==> config.mk <==
export PLATFORM = sky130hd
export DESIGN_NAME = hazard_ctrl
export DESIGN_NICKNAME = d
export VERILOG_FILES = /design/src/rtl/hazard_ctrl_pkg.sv /design/src/rtl/hazard_ctrl_md_busy_timer.sv /design/src/rtl/hazard_ctrl.sv
export SDC_FILE = /design/constraint.sdc
export NUM_CORES = 1
export LEC_CHECK = 0
export CORE_MARGIN = 2
export CORE_UTILIZATION = 45
export CTS_BUF_LIST = sky130_fd_sc_hd__clkbuf_8
export CTS_CLUSTER_SIZE = 10
export DETAILED_ROUTE_END_ITERATION = 10
export PLACE_DENSITY = 0.95
export SKIP_CTS_REPAIR_TIMING = 1
export SLEW_MARGIN = 25
export SYNTH_ARGS = -nofsm -noshare
export SYNTH_HDL_FRONTEND = slang
export SYNTH_SLANG_ARGS = --single-unit
==> constraint.sdc <==
create_clock -name clk -period 4.43 [get_ports clk]
set_input_delay 0.6645 -clock clk [delete_from_list [all_inputs] [get_ports clk]]
set_output_delay 0.6645 -clock clk [all_outputs]
set_load 0.02 [all_outputs]
==> src/rtl/hazard_ctrl_pkg.sv <==
// Shared encodings, FSM states and default timings for the hazard controller.
// Optional stall counters are enabled by defining HAZARD_STALL_CNT_EN.
package hazard_ctrl_pkg;

  typedef logic [1:0] tuse_t;
  typedef logic [1:0] tnew_t;

  localparam tuse_t TUSE_NONE = 2'd3;

  localparam int MULT_CYCLES_DEF = 5;
  localparam int DIV_CYCLES_DEF  = 10;
  localparam int CNT_W_DEF       = 4;

  typedef enum logic {
    IDLE = 1'b0,
    BUSY = 1'b1
  } md_state_e;

  // A source is hazardous if a live, non-$0 producer is still too far away.
  function automatic logic src_hazard(
    input logic [4:0] src,
    input tuse_t      tuse,
    input logic [4:0] e_a3,
    input logic       e_we,
    input tnew_t      e_tnew,
    input logic [4:0] m_a3,
    input logic       m_we,
    input tnew_t      m_tnew
  );
    logic e_hit;
    logic m_hit;
    e_hit = e_we && (e_a3 == src) && (e_tnew > tuse);
    m_hit = m_we && (m_a3 == src) && (m_tnew > tuse);
    return (tuse != TUSE_NONE) && (src != 5'd0) && (e_hit || m_hit);
  endfunction

endpackage

==> src/rtl/hazard_ctrl_md_busy_timer.sv <==
// Multiply/divide occupancy timer: IDLE/BUSY FSM with a down-counter.
// md_busy and md_done are both registered.
module md_busy_timer
  import hazard_ctrl_pkg::*;
#(
  parameter int MULT_CYCLES = MULT_CYCLES_DEF,
  parameter int DIV_CYCLES  = DIV_CYCLES_DEF,
  parameter int CNT_W       = CNT_W_DEF
) (
  input  logic clk,
  input  logic reset,
  input  logic i_start,
  input  logic i_div,
  output logic o_busy,
  output logic o_done
);

  md_state_e        r_state;
  logic [CNT_W-1:0] r_cnt;
  logic             r_done;

  always_ff @(posedge clk) begin
    if (reset) begin
      r_state <= IDLE;
      r_cnt   <= '0;
      r_done  <= 1'b0;
    end else begin
      r_done <= 1'b0;
      unique case (r_state)
        IDLE: begin
          if (i_start) begin
            r_cnt   <= i_div ? CNT_W'(DIV_CYCLES)
                             : CNT_W'(MULT_CYCLES);
            r_state <= BUSY;
          end
        end
        BUSY: begin
          if (r_cnt == CNT_W'(1)) begin
            r_state <= IDLE;
            r_cnt   <= '0;
            r_done  <= 1'b1;
          end else begin
            r_cnt <= r_cnt - CNT_W'(1);
          end
        end
      endcase
    end
  end

  assign o_busy = (r_state == BUSY);
  assign o_done = r_done;

  // The md stall in D keeps a second start from reaching E while busy.
  a_no_restart: assert property (
    @(posedge clk) disable iff (reset)
    !((r_state == BUSY) && i_start)
  );

endmodule

==> src/rtl/hazard_ctrl.sv <==
// Pipeline hazard controller: Tuse/Tnew data stalls plus mult/div busy stall.
// Define HAZARD_STALL_CNT_EN to add saturating stall_cycles/md_stall_cycles.
module hazard_ctrl
  import hazard_ctrl_pkg::*;
#(
  parameter int MULT_CYCLES = MULT_CYCLES_DEF,
  parameter int DIV_CYCLES  = DIV_CYCLES_DEF,
  parameter int CNT_W       = CNT_W_DEF
) (
  input  logic        clk,
  input  logic        reset,
  input  logic [4:0]  D_rs,
  input  logic [4:0]  D_rt,
  input  logic [1:0]  D_tuse_rs,
  input  logic [1:0]  D_tuse_rt,
  input  logic        D_md,
  input  logic [4:0]  E_A3,
  input  logic        E_we,
  input  logic [1:0]  E_tnew,
  input  logic [4:0]  M_A3,
  input  logic        M_we,
  input  logic [1:0]  M_tnew,
  input  logic        E_md_start,
  input  logic        E_md_div,
  output logic        stall,
  output logic        md_busy,
  output logic        md_done
`ifdef HAZARD_STALL_CNT_EN
  ,
  output logic [31:0] stall_cycles,
  output logic [31:0] md_stall_cycles
`endif
);

  logic w_stall_rs;
  logic w_stall_rt;
  logic w_data_stall;
  logic w_md_stall;
  logic w_busy;

  md_busy_timer #(
    .MULT_CYCLES (MULT_CYCLES),
    .DIV_CYCLES  (DIV_CYCLES),
    .CNT_W       (CNT_W)
  ) u_timer (
    .clk     (clk),
    .reset   (reset),
    .i_start (E_md_start),
    .i_div   (E_md_div),
    .o_busy  (w_busy),
    .o_done  (md_done)
  );

  assign w_stall_rs = src_hazard(D_rs, D_tuse_rs,
                                 E_A3, E_we, E_tnew,
                                 M_A3, M_we, M_tnew);
  assign w_stall_rt = src_hazard(D_rt, D_tuse_rt,
                                 E_A3, E_we, E_tnew,
                                 M_A3, M_we, M_tnew);

  assign w_data_stall = w_stall_rs || w_stall_rt;
  // A start still in E counts as occupied for an md instruction in D.
  assign w_md_stall   = D_md && (w_busy || E_md_start);

  assign stall   = (w_data_stall || w_md_stall) && !reset;
  assign md_busy = w_busy;

`ifdef HAZARD_STALL_CNT_EN
  logic [31:0] r_stall_cycles;
  logic [31:0] r_md_stall_cycles;
  logic        w_md_only;

  assign w_md_only = w_md_stall && !w_data_stall;

  always_ff @(posedge clk) begin
    if (reset) begin
      r_stall_cycles    <= '0;
      r_md_stall_cycles <= '0;
    end else begin
      if (stall && (r_stall_cycles != '1))
        r_stall_cycles <= r_stall_cycles + 32'd1;
      if (w_md_only && (r_md_stall_cycles != '1))
        r_md_stall_cycles <= r_md_stall_cycles + 32'd1;
    end
  end

  assign stall_cycles    = r_stall_cycles;
  assign md_stall_cycles = r_md_stall_cycles;
`endif

endmodule

**Word level (Yosys, flattened, before mapping)**

Index checks and enable logic that the tools add are counted.

- Bits in registers: 6
- Bits in latches: 0
- Bits in writable memories: 0
- Bits in read-only memories: 0
- Output and inout bits: 3
- Logic and storage cells: 48
- Memories kept: 0

- $add $sub $neg: 1
- Multiply operators: 0
- Div/mod/pow operators: 0
- $lt $le $gt $ge: 4
- Equality and inequality tests: 8
- Shift operators: 0
- Muxes and demuxes: 8
- Bitwise logic cells: 1
- Reductions and logical operators: 23

Operators by type and width:

| cell | count |
|---|---|
| equality test 5 bit | 4 |
| logical AND 1 bit | 14 |
| 2-to-1 mux 4 bit | 3 |
| nonzero test 5 bit | 2 |
| > comparator 2 bit | 4 |
| one-hot mux 4 bit (2 select lines) | 1 |
| != test 2 bit, second input constant | 3 |
| logical OR 1 bit | 5 |
| equality test 4 x 1 -> 1 bit, second input constant | 1 |
| subtractor 4 x 1 -> 4 bit, second input constant | 1 |
| 2-to-1 mux 1 bit | 3 |
| one-hot mux 1 bit (2 select lines) | 1 |
| OR reduction 2 bit | 1 |
| logical NOT 1 bit | 1 |
| inverter 1 bit | 1 |

**Depth between registers and ports, before layout**

Gate-level depths: netlist of the first run.

- Depth in word-level cells: 8
- Depth in mapped cells: 7
- Mapped depth without buffers: 7

**Hierarchy**

Synthesis of the first run repeated with hierarchy kept, for this count alone.

- Cells, all modules: 98
- Area total of the unflattened synthesis: 770.7 um2

Modules (own cells, without submodules):

| module | instances | cells an instance | area each (um2) | sequential area each (um2) |
|---|---|---|---|---|
| hazard_ctrl | 1 | 65 | 466.7 | 0.0 |
| md_busy_timer | 1 | 33 | 304.0 | 120.1 |

**Least setup slack after synthesis of the first run**

OpenSTA, ideal clock, no wires.

- Path type: input to output
- Start: input port D_tuse_rt[1]
- End: output port stall
- Data arrival time: 1782 ps
- Path slack: 1983 ps
- Stages: 7
- Buffers on the path: 0
- Cells stage by stage: inv_1 > ha_1 > a21boi_0 > nand4_1 > nor4_1 > o21ai_0 > nand3_1

- Longest elaborated chain between the ends: 7
- Elaborated cells between the ends (all ways): 11
- Classes of those cells: order compare: 2; eq/ne: 1; reduce/logical: 8

RTL lines:

| what | RTL line | RTL |
|---|---|---|
| start, declared | hazard_ctrl.sv:15 | `input logic [1:0] D_tuse_rt,` |
| > comparator 2 bit (on tied branches) | hazard_ctrl_pkg.sv:32, hazard_ctrl_pkg.sv:33 |  |
| logical AND 1 bit (on tied branches) | hazard_ctrl_pkg.sv:32, hazard_ctrl_pkg.sv:33 |  |
| logical OR 1 bit | hazard_ctrl_pkg.sv:34 | `return (tuse != TUSE_NONE) && (src != 5'd0) && (e_hit \|\| m_hit);` |
| logical AND 1 bit (*) | hazard_ctrl_pkg.sv:34 |  |
| logical OR 1 bit (*) | hazard_ctrl.sv:61 | `assign w_data_stall = w_stall_rs \|\| w_stall_rt;` |
| logical OR 1 bit (*) | hazard_ctrl.sv:65 | `assign stall = (w_data_stall \|\| w_md_stall) && !reset;` |
| logical AND 1 bit (*) | hazard_ctrl.sv:65 |  |
| end, declared | hazard_ctrl.sv:25 | `output logic stall,` |

Mark *: on every way between the ends. The rest lies on a longest branch, timed or not.

**Worst setup path after layout of the first run**

Same ends and word-level chain as after synthesis.

==> flow_summary.toml, run 1 <==
[timing]
fin_crit_ns = 3.68
setup_slack_ns = 0.750
fin_crit_sh_pct = 83.1
hold_violations = 0
rsz0062_at_grt = "false"
setup_tns_ns = 0
slew_headroom_pct = 77.0
finalSetupViolCount = 0
final_max_slew_viol_count = 0
finClkSkew_ns = 0.00229
timing.fmax_mhz = 272
hold_ws_ns = 0.547
tightest_slew_ns = 0.345

[min_path]
hold_path_end = "u_timer.r_cnt[2]$_SDFFE_PP0N_"
hold_depth = 2
min_from = "u_timer.r_cnt[2]$_SDFFE_PP0N_"
hold_path_class = "register to register"

[placed_design]
gp_congestion = 0.906
dp_slack_ns = 0.773
hpwlAfterDp_um = 1770
io_buffers = 37
placed_cell_area_um2 = 1160

[synth]
yosys.area_share.simple_pct = 24.5
yosys-mux-area-fraction_pct = 0
netlist_top_cells_area = "ha_1 16%, xnor2_1 16%, dfxtp_1 15%, xor2_1 6.7%, nor2_1 5.2%"
synth_compound_area_share_pct = 14.9
async_reset_ff_share_pct = 0
ys_types = 27
yosys.area.top_type = "ha_1"
synth_area_per_cell_um2 = 7.64
synth-xor-area-share_pct = 22.3
synth-edff-count = 0
ys_seq_area_share_pct = 15.3
synth.net_count = 148
mappedNetlistArea_um2 = 787
synth_top_family_by_area = "simple AND/OR/NAND/NOR gates"
synth_fa_ha_area_share_pct = 15.9
synth_top_cell_area_share_pct = 15.9
yosysWarnings = 0
ys.flop_type = "dfxtp_1"
netlist_top_cells_count = "14 x xnor2_1, 11 x nor2_1, 10 x ha_1, 10 x inv_1, 8 x a21oi_1"
synth_seq_cells = 6
synth_cells = 103
synth.most_common_cell = "xnor2_1"

[route]
wl_um = 1980
drt_iter0_markers = 10
firstDrtPassIters = 4
drc = 0
ant_nets = 0
viasPerCell = 5.51
vias = 870
wl_per_cell_um = 12.5

[setup_path]
ff2ff_path_depth = 5
r2r-start = "u_timer.r_cnt[0]$_SDFFE_PP0N_"
worst_ep_arrival_time_ns = 3.02
slowest_delay_ns = 0.61
cp-start-kind = "input port"
crit_type = "input port to output pin"
cp.required_ns = 3.77
path_common_cell = "clkdlybuf4s50_1"
critPathSlowestCell = "clkdlybuf4s50_1"
path_cells = "clkdlybuf4s50_1, inv_1, ha_1, a21boi_0, nand4_1, nor4_1, o21ai_0, nand3_1, clkdlybuf4s50_1"
r2r-end = "u_timer.r_cnt[2]$_SDFFE_PP0N_"
reg2reg_setup_slack_ns = 3.17
crit_fanout = 2
endpoint_kind = "output pin"

[clock_tree]
cts.clk_slew.worst_paths_ns = 0.03
clock-sinks = 6
clock_path_buffers = 2
cts_root_buffer = "clkbuf_8"
cts_buffers = 3
cts-htree-levels = 1
cts_tree = "yes"
clk_latency_ns = 0.22

[die]
io_pins = 38
die_w_um = 45.8
fp-row-count = 15
die_h_um = 45.8
start_util_pct = 46.6
dieArea_um2 = 2100
core-area_um2 = 1690

[power_and_ir_drop]
pwr-share-seq_pct = 25.9
leakagePower_uw = 0.000478
p_comb_share_pct = 42.2
cellPowerDensity_nw_per_um2 = 211
switching_share_pct = 29.6
total_power_uw = 254
p_sw_uw = 75.1
power.internal_uw = 179
ir_drop_v = 0.000115
p_clk_share_pct = 31.9

[cells_and_area]
ff_latch_area_um2 = 120
multi_input_area_um2 = 611
diodes = 0
fin_area_um2 = 1200
area_growth_pct = 52.6
drive_gt1_share_pct = 4.26
fin_nets = 188
num-fill-cells = 132

[global_routing]
grt.total_usage_pct = 20.8
grt_start_max_net_pins = 12
grt_pass1_vias = 866
antenna_found_initial = 0
grt_overflow_total = 0
grt_first_pass_wirelength_um = 3180

[status]
outcome = "completed"

[flow_run]
maxCapViolations = 0
## worst max path at each step
stage | cells after the start | from | to | slack [ns]
finish | 9 | D_tuse_rt[1] | stall | 0.75
global route | 9 | D_tuse_rt[1] | stall | 0.66
CTS | 9 | D_tuse_rt[1] | stall | 0.77
detailed placement | 9 | D_tuse_rt[1] | stall | 0.77
global placement | 9 | D_tuse_rt[1] | stall | 0.94
floorplan | 7 | D_tuse_rt[1] | stall | 1.98
## logic make-up after synthesis
kind of cell | count (synthesis)
DFF | 6
xor gates and xnor gates | 20
adders and majority gates | 10
and+or+nand+nor | 37
AOI/OAI and AO/OA | 18
buffers and inverters | 12
## sequential cells by signal (all words and copies together) (netlist names)
name and cells:
u_timer.r_cnt 4, u_timer.o_busy 1, u_timer.o_done 1
## cell type report
| cell class | instances | area share (%) |
|---|---|---|
| Clock buffer | 3 | 3.44 |
| Inverter | 10 | 3.13 |
| Multi-Input combinational cell | 85 | 50.8 |
| Sequential cell | 6 | 10.0 |
| Tap cell | 17 | 1.77 |
| Timing Repair Buffer | 37 | 30.8 |
## per-layer routing
| metal | GRT usage (%) | share of wire [%] | vias to the layer above |
|---|---|---|---|
| met1 | 19.4 | 38 | 390 |
| met5 | 0 | 0 | - |
| met4 | 12.6 | 2.3 | 0 |
| li1 | - | - | 434 |
| met3 | 1.98 | 6.0 | 6 |
| met2 | 42.0 | 54 | 40 |
## critical path: cells and delay by family
| family | cells | cell delay [ns] |
|---|---|---|
| buffers and inverters | 3 | 1.17 |
| adder cells (fa/ha/maj) | 1 | 0.30 |
| AO/OA/AOI/OAI | 2 | 0.32 |
| AND/OR/NAND/NOR | 3 | 0.56 |
## metrics by stage
step | instances | utilization [%]
final | 158 | 71.1
after floorplan | 103 | -
after CTS | 158 | 71.1
after global routing | 158 | 71.1
after global placement | 155 | 68.7
after detailed placement | 155 | 68.7
## power groups by stage
stage                     Sequential [µW]  Clock (µW)  Combinational, µW
after floorplan                      64.8           0               56.8
after global placement               65.7           0                103
after detailed placement             66.3           0                107
after CTS                            65.5        83.4                107
after global routing                 66.3        84.8                118
final                                65.6        81.0                107
## cells in the final DEF, fill, tap and decap left out
master	instances
a211oi_1	3
a211oi_2	1
a21boi_0	1
a21boi_1	1
a21oi_1	8
a221oi_1	2
and2_1	1
and2b_1	1
clkbuf_8	3
clkdlybuf4s50_1	37
dfxtp_1	6
ha_1	10
inv_1	10
nand2_1	4
nand3_1	5
nand4_1	2
nor2_1	11
nor2b_1	1
nor3_1	5
nor3_2	1
nor3b_1	1
nor4_1	4
o21ai_0	1
o21ai_1	1
or3_4	1
xnor2_1	14
xor2_1	6
(Power assumes the default switching activity.)
==> run 2, diff against run 1 <==
CORE_UTILIZATION = 42   (was 45)
PLACE_DENSITY = 0.94   (was 0.95)
clock period = 3.55 ns   (was 4.43 ns; I/O delays follow)
==> run 2 against run 1 <==
  * Combinational power rose by 26%
  * Sequential cell count did not move
  * Clock skew barely moved
  * First-iteration DRC count rose to 2.7 times the previous value
  * Sequential power rose by 25%
  * Wire length rose by 6.7%
  * Clock power rose by 27%
  * Global-route usage rose by 1.3 points
  * Non-clock buffer count did not move
  * Final area rose by 0.83%
  * Critical path depth did not move
  * Hold slack got worse by 0.0089 ns
  * Critical path type unchanged
  * Critical endpoint unchanged
==> flow_summary.toml, run 2 (synthesis results as in run 1) <==
[status]
outcome = "completed"

[setup_path]
slowest_delay_ns = 0.60
crit_fanout = 2
path_depth = 9
crit_type = "input port to output pin"
critPathTopFamily = "buffers and inverters"
critPathSlowestCell = "clkdlybuf4s50_1"
path_common_cell = "clkdlybuf4s50_1"
cp.required_ns = 3.02
worst_ep_arrival_time_ns = 2.82
endpoint_kind = "output pin"
cp-start-kind = "input port"
crit_end = "stall"
r2r-end = "u_timer.r_cnt[2]$_SDFFE_PP0N_"
path_cells = "clkdlybuf4s50_1, inv_1, ha_1, a21boi_0, nand4_1, nor4_1, o21ai_0, nand3_1, clkdlybuf4s50_1"
r2r-start = "u_timer.r_cnt[0]$_SDFFE_PP0N_"
ff2ff_path_depth = 5
crit_buf_inv = 3
reg2reg_setup_slack_ns = 2.27
startpoint = "D_tuse_rt[1]"

[timing]
tightest_slew_ns = 0.350
hold_violations = 0
finClkSkew_ns = 0.00232
timing.fmax_mhz = 298
rsz0062_at_grt = "false"
fin_crit_sh_pct = 94.4
finalSetupViolCount = 0
final_max_slew_viol_count = 0
slew_headroom_pct = 76.6
setup_tns_ns = 0
fin_crit_ns = 3.35

[clock_tree]
cts.clk_slew.worst_paths_ns = 0.03
clk_latency_ns = 0.22
cts-htree-levels = 1
clock-sinks = 6
cts_root_buffer = "clkbuf_8"
clock_path_buffers = 2
cts_buffers = 3
cts_tree = "yes"

[route]
wl_um = 2110
wl_per_cell_um = 12.7
drt_iter0_markers = 27
vias = 877
ant_nets = 0
viasPerCell = 5.28
drc = 0
firstDrtPassIters = 4

[flow_run]
maxCapViolations = 0

[cells_and_area]
drive_gt1_share_pct = 4.26
diodes = 0
area_growth_pct = 53.9
num-fill-cells = 124
final_cell_mix = "37 x clkdlybuf4s50_1, 14 x xnor2_1, 11 x nor2_1, 10 x inv_1, 10 x ha_1"
fin_nets = 188
layout_commonest_cell = "clkdlybuf4s50_1"
largest_register_ff_count = 4
largest_register = "u_timer.r_cnt"

[global_routing]
met3_usage_pct = 3.46
grt_pass1_vias = 884
grt.total_usage_pct = 22.1
grt_start_max_net_pins = 12
grt_first_pass_wirelength_um = 3440
grt_util_met1_pct = 21.1
use_met2_pct = 44.6
grt_most_used_layer = "met2"
antenna_found_initial = 0
grt_overflow_total = 0

[die]
fp-row-count = 15
die_h_um = 47.3
dieArea_um2 = 2240
io_pins = 38
core-area_um2 = 1750
start_util_pct = 45.1
die_w_um = 47.3

[power_and_ir_drop]
total_power_uw = 321
leakagePower_uw = 0.000478
cellPowerDensity_nw_per_um2 = 265
ir_drop_v = 0.000127

[placed_design]
gp_congestion = 0.909
io_buffers = 37
hpwlAfterDp_um = 1910

[min_path]
hold_path_class = "register to register"
run 2: cell counts in the layout (fill, tap and decap cells not counted):
No cell type changed its count.
run 2: per-layer routing:
layer / vias up / wire length [µm]
li1: 438 / -
met1: 384 / 757
met2: 48 / 1150
met3: 7 / 145
met4: 0 / 55
met5: - / 0
run 2: where the power goes:
group          internal [µW]  switching, µW
clock                   72.9           30.3
sequential              74.2           7.78
combinational           76.2           59.2
total                    223           97.3
run 2: worst min path at each step:
stage,start,endpoint,slack [ns],cells after the start
after floorplan,u_timer.r_cnt[2]$_SDFFE_PP0N_,u_timer.r_cnt[2]$_SDFFE_PP0N_,0.49,2
after global placement,u_timer.r_cnt[2]$_SDFFE_PP0N_,u_timer.r_cnt[2]$_SDFFE_PP0N_,0.51,2
after detailed placement,u_timer.r_cnt[2]$_SDFFE_PP0N_,u_timer.r_cnt[2]$_SDFFE_PP0N_,0.53,2
after CTS,u_timer.r_cnt[2]$_SDFFE_PP0N_,u_timer.r_cnt[2]$_SDFFE_PP0N_,0.54,2
after global routing,u_timer.r_cnt[2]$_SDFFE_PP0N_,u_timer.r_cnt[2]$_SDFFE_PP0N_,0.59,2
final,u_timer.r_cnt[2]$_SDFFE_PP0N_,u_timer.r_cnt[2]$_SDFFE_PP0N_,0.54,2
run 2: metrics by stage:
stage | setup slack (ns) | utilization (%) | area, µm² | std cells | hold WS [ns]
after floorplan | 1.37 | - | 787 | 103 | 0.493
after global placement | 0.326 | 67.0 | 1170 | 163 | 0.513
after detailed placement | 0.204 | 67.0 | 1170 | 163 | 0.535
after CTS | 0.190 | 69.4 | 1210 | 166 | 0.542
after global routing | 0.0307 | 69.4 | 1210 | 166 | 0.591
final | 0.197 | 69.4 | 1210 | 166 | 0.538
run 2: worst min-delay path, cell delays in order (launching register included):
cell     delay (ns)
dfxtp_1        0.33
nor2_1         0.11
nor3_1         0.05
run 2: area by class of cell:
class	count	area [µm²]	share of cell area, %
multi-input cells	85	611	50.4
clock buffers	3	41.3	3.41
inverters	10	37.5	3.10
flip-flops and latches	6	120	9.92
well taps	25	31.3	2.58
repair buffers	37	370	30.6
==> run 3, diff against run 2 <==
CORE_UTILIZATION = 41   (was 42)
PLACE_DENSITY = 0.93   (was 0.94)
SYNTH_HIERARCHICAL = 1   (was unset)
==> run 3 against run 2 <==
  * Critical path depth is the same
  * Power grew 0.68%
  * Die area grew 0.30%
  * Setup slack gained 0.34 ns
  * Via count shrank 1.9%
  * First-iteration DRC count grew 26%
  * Global-route usage grew 2.7 points
  * Combinational power is essentially flat
  * Register-to-register slack lost 0.03 ns
  * Clock skew shrank 0.0015 ns
  * Maximum frequency grew 11%
  * Largest power group unchanged
==> flow_summary.toml, run 3 <==
[clock_tree]
cts_root_buffer = "clkbuf_8"
cts-htree-levels = 1
cts_tree = "yes"
cts.clk_slew.worst_paths_ns = 0.04
clk_latency_ns = 0.23
clock_path_buffers = 2
cts_buffers = 3
clock-sinks = 6

[route]
wl_per_cell_um = 14.6
viasPerCell = 5.28
vias = 860
wl_um = 2380
drc = 0
ant_nets = 0
drt_iter0_markers = 34
firstDrtPassIters = 4

[synth]
mappedNetlistArea_um2 = 771
synth_area_per_cell_um2 = 7.86
synth.most_common_cell = "xnor2_1"
ys.flop_type = "dfxtp_1"
ys_seq_area_share_pct = 15.6
yosys.area.top_type = "ha_1"
synth_seq_cells = 6
async_reset_ff_share_pct = 0
netlist_top_cells_area = "ha_1 16%, xnor2_1 16%, dfxtp_1 16%, xor2_1 6.8%, inv_1 6.3%"
synth-edff-count = 0
ys_types = 25
synth_cells = 98
yosysWarnings = 6
synth_top_cell_area_share_pct = 16.2
netlist_top_cells_count = "14 x xnor2_1, 13 x inv_1, 10 x ha_1"
synth.net_count = 143

[power_and_ir_drop]
leakagePower_uw = 0.000502
cellPowerDensity_nw_per_um2 = 265
ir_drop_v = 0.000175

[global_routing]
grt_pass1_vias = 863
grt_overflow_total = 0
grt.total_usage_pct = 24.7
grt_start_max_net_pins = 10
grt_first_pass_wirelength_um = 3850
antenna_found_initial = 0

[setup_path]
r2r-end = "u_timer/r_cnt[2]$_SDFFE_PP0P_"
path_cells = "clkdlybuf4s50_1, inv_1, ha_1, a21boi_1, nand4_1, nor4_1, o21ai_1, nand3_1, dlymetal6s2s_1"
crit_fanout = 2
crit_type = "input port to output pin"
cp.required_ns = 3.02
startpoint = "D_tuse_rt[1]"
r2r-start = "u_timer/r_cnt[1]$_SDFFE_PP0P_"
ff2ff_path_depth = 5
endpoint_kind = "output pin"
reg2reg_setup_slack_ns = 2.24
cp-start-kind = "input port"
slowest_delay_ns = 0.49
critPathSlowestCell = "clkdlybuf4s50_1"
worst_ep_arrival_time_ns = 2.48

[cells_and_area]
area_growth_pct = 57.8
fin_nets = 185
diodes = 0
largest_register_ff_count = 4
largest_register = "u_timer/r_cnt"
drive_gt1_share_pct = 3.62
layout_commonest_cell = "clkdlybuf4s50_1"
fin_area_um2 = 1220
final_cell_mix = "36 x clkdlybuf4s50_1, 14 x xnor2_1, 13 x inv_1, 10 x ha_1"

[timing]
setup_tns_ns = 0
rsz0062_at_grt = "false"
fin_crit_ns = 3.02
hold_violations = 0
final_max_slew_viol_count = 0
finClkSkew_ns = 0.000794
fin_crit_sh_pct = 85.0
tightest_slew_ns = 0.378
timing.fmax_mhz = 332
finalSetupViolCount = 0
slew_headroom_pct = 74.7

[die]
die_h_um = 47.4
dieArea_um2 = 2240
io_pins = 38
start_util_pct = 44.2
fp-row-count = 15
core-area_um2 = 1750
die_w_um = 47.4

[placed_design]
gp_congestion = 0.867
io_buffers = 37
hpwlAfterDp_um = 1990
placed_cell_area_um2 = 1170

[flow_run]
maxCapViolations = 0

[min_path]
hold_path_class = "register to register"
min_from = "u_timer/r_cnt[3]$_SDFFE_PP0P_"
hold_path_end = "u_timer/r_cnt[3]$_SDFFE_PP0P_"
hold_depth = 2

[status]
outcome = "completed"
run 3: cell count changes in the layout (fill, tap and decap cells not counted), sizes merged, moves of 2 or more:
cell    delta
a221oi     +2
a21oi      -2
a211oi     -2
nor2       -5
inv        +3
nor3       -3
nand2b     +3
run 3: kinds of logic after synthesis:
family                   Yosys count  synth area share, %
flip-flops                         6                 15.6
buffers and inverters             13                 6.33
adder cells (fa/ha/maj)           10                 16.2
AO/OA/AOI/OAI                     20                 18.5
AND/OR/NAND/NOR                   28                 19.3
multiplexers                       1                 1.30
XOR/XNOR                          20                 22.7
run 3: worst max path at each step:
stage                  to  slack [ns]
CTS                 stall        0.16
floorplan           stall        1.38
finish              stall        0.53
global route        stall        0.38
detailed placement  stall        0.16
global placement    stall        0.23
run 3: critical path: cells and delay by family:
kind / cells / cell delay (ns)
simple gates: 3 / 0.51
compound gates: 2 / 0.34
buf+inv: 3 / 0.78
fa+ha+maj: 1 / 0.31
run 3: metal layers:
metal  vias up  part of all wire, %  track usage, %
met3         4                  6.3            6.92
met1       383                   40            28.7
met5         -                    0               0
li1        433                    -               -
met4         0                  1.0            5.56
met2        40                   53            44.6
run 3: power breakdown:
group | internal [µW] | total, µW | leakage, µW | switching (µW)
clock network | 73.1 | 105 | 0.0000216 | 31.9
logic | 74.2 | 136 | 0.000431 | 62.2
registers | 74.1 | 81.4 | 0.0000498 | 7.27
run 3: area by class of cell:
class / instances / area (µm²)
Clock buffer: 3 / 41.3
Timing Repair Buffer: 37 / 373
Multi-Input combinational cell: 79 / 602
Tap cell: 25 / 31.3
Fill cell: 145 / 529
Sequential cell: 6 / 120
Inverter: 13 / 48.8
run 3: stage by stage:
stage                     setup slack [ns]  util [%]  std cells  total power (µW)  hold WS, ns
after floorplan                       1.38         -         98               146        0.476
after global placement               0.231      67.2        160               209        0.501
after detailed placement             0.158      67.2        160               216        0.512
after CTS                            0.158      69.5        163               323        0.520
after global routing                 0.381      69.7        163               342        0.548
final                                0.534      69.7        163               323        0.534
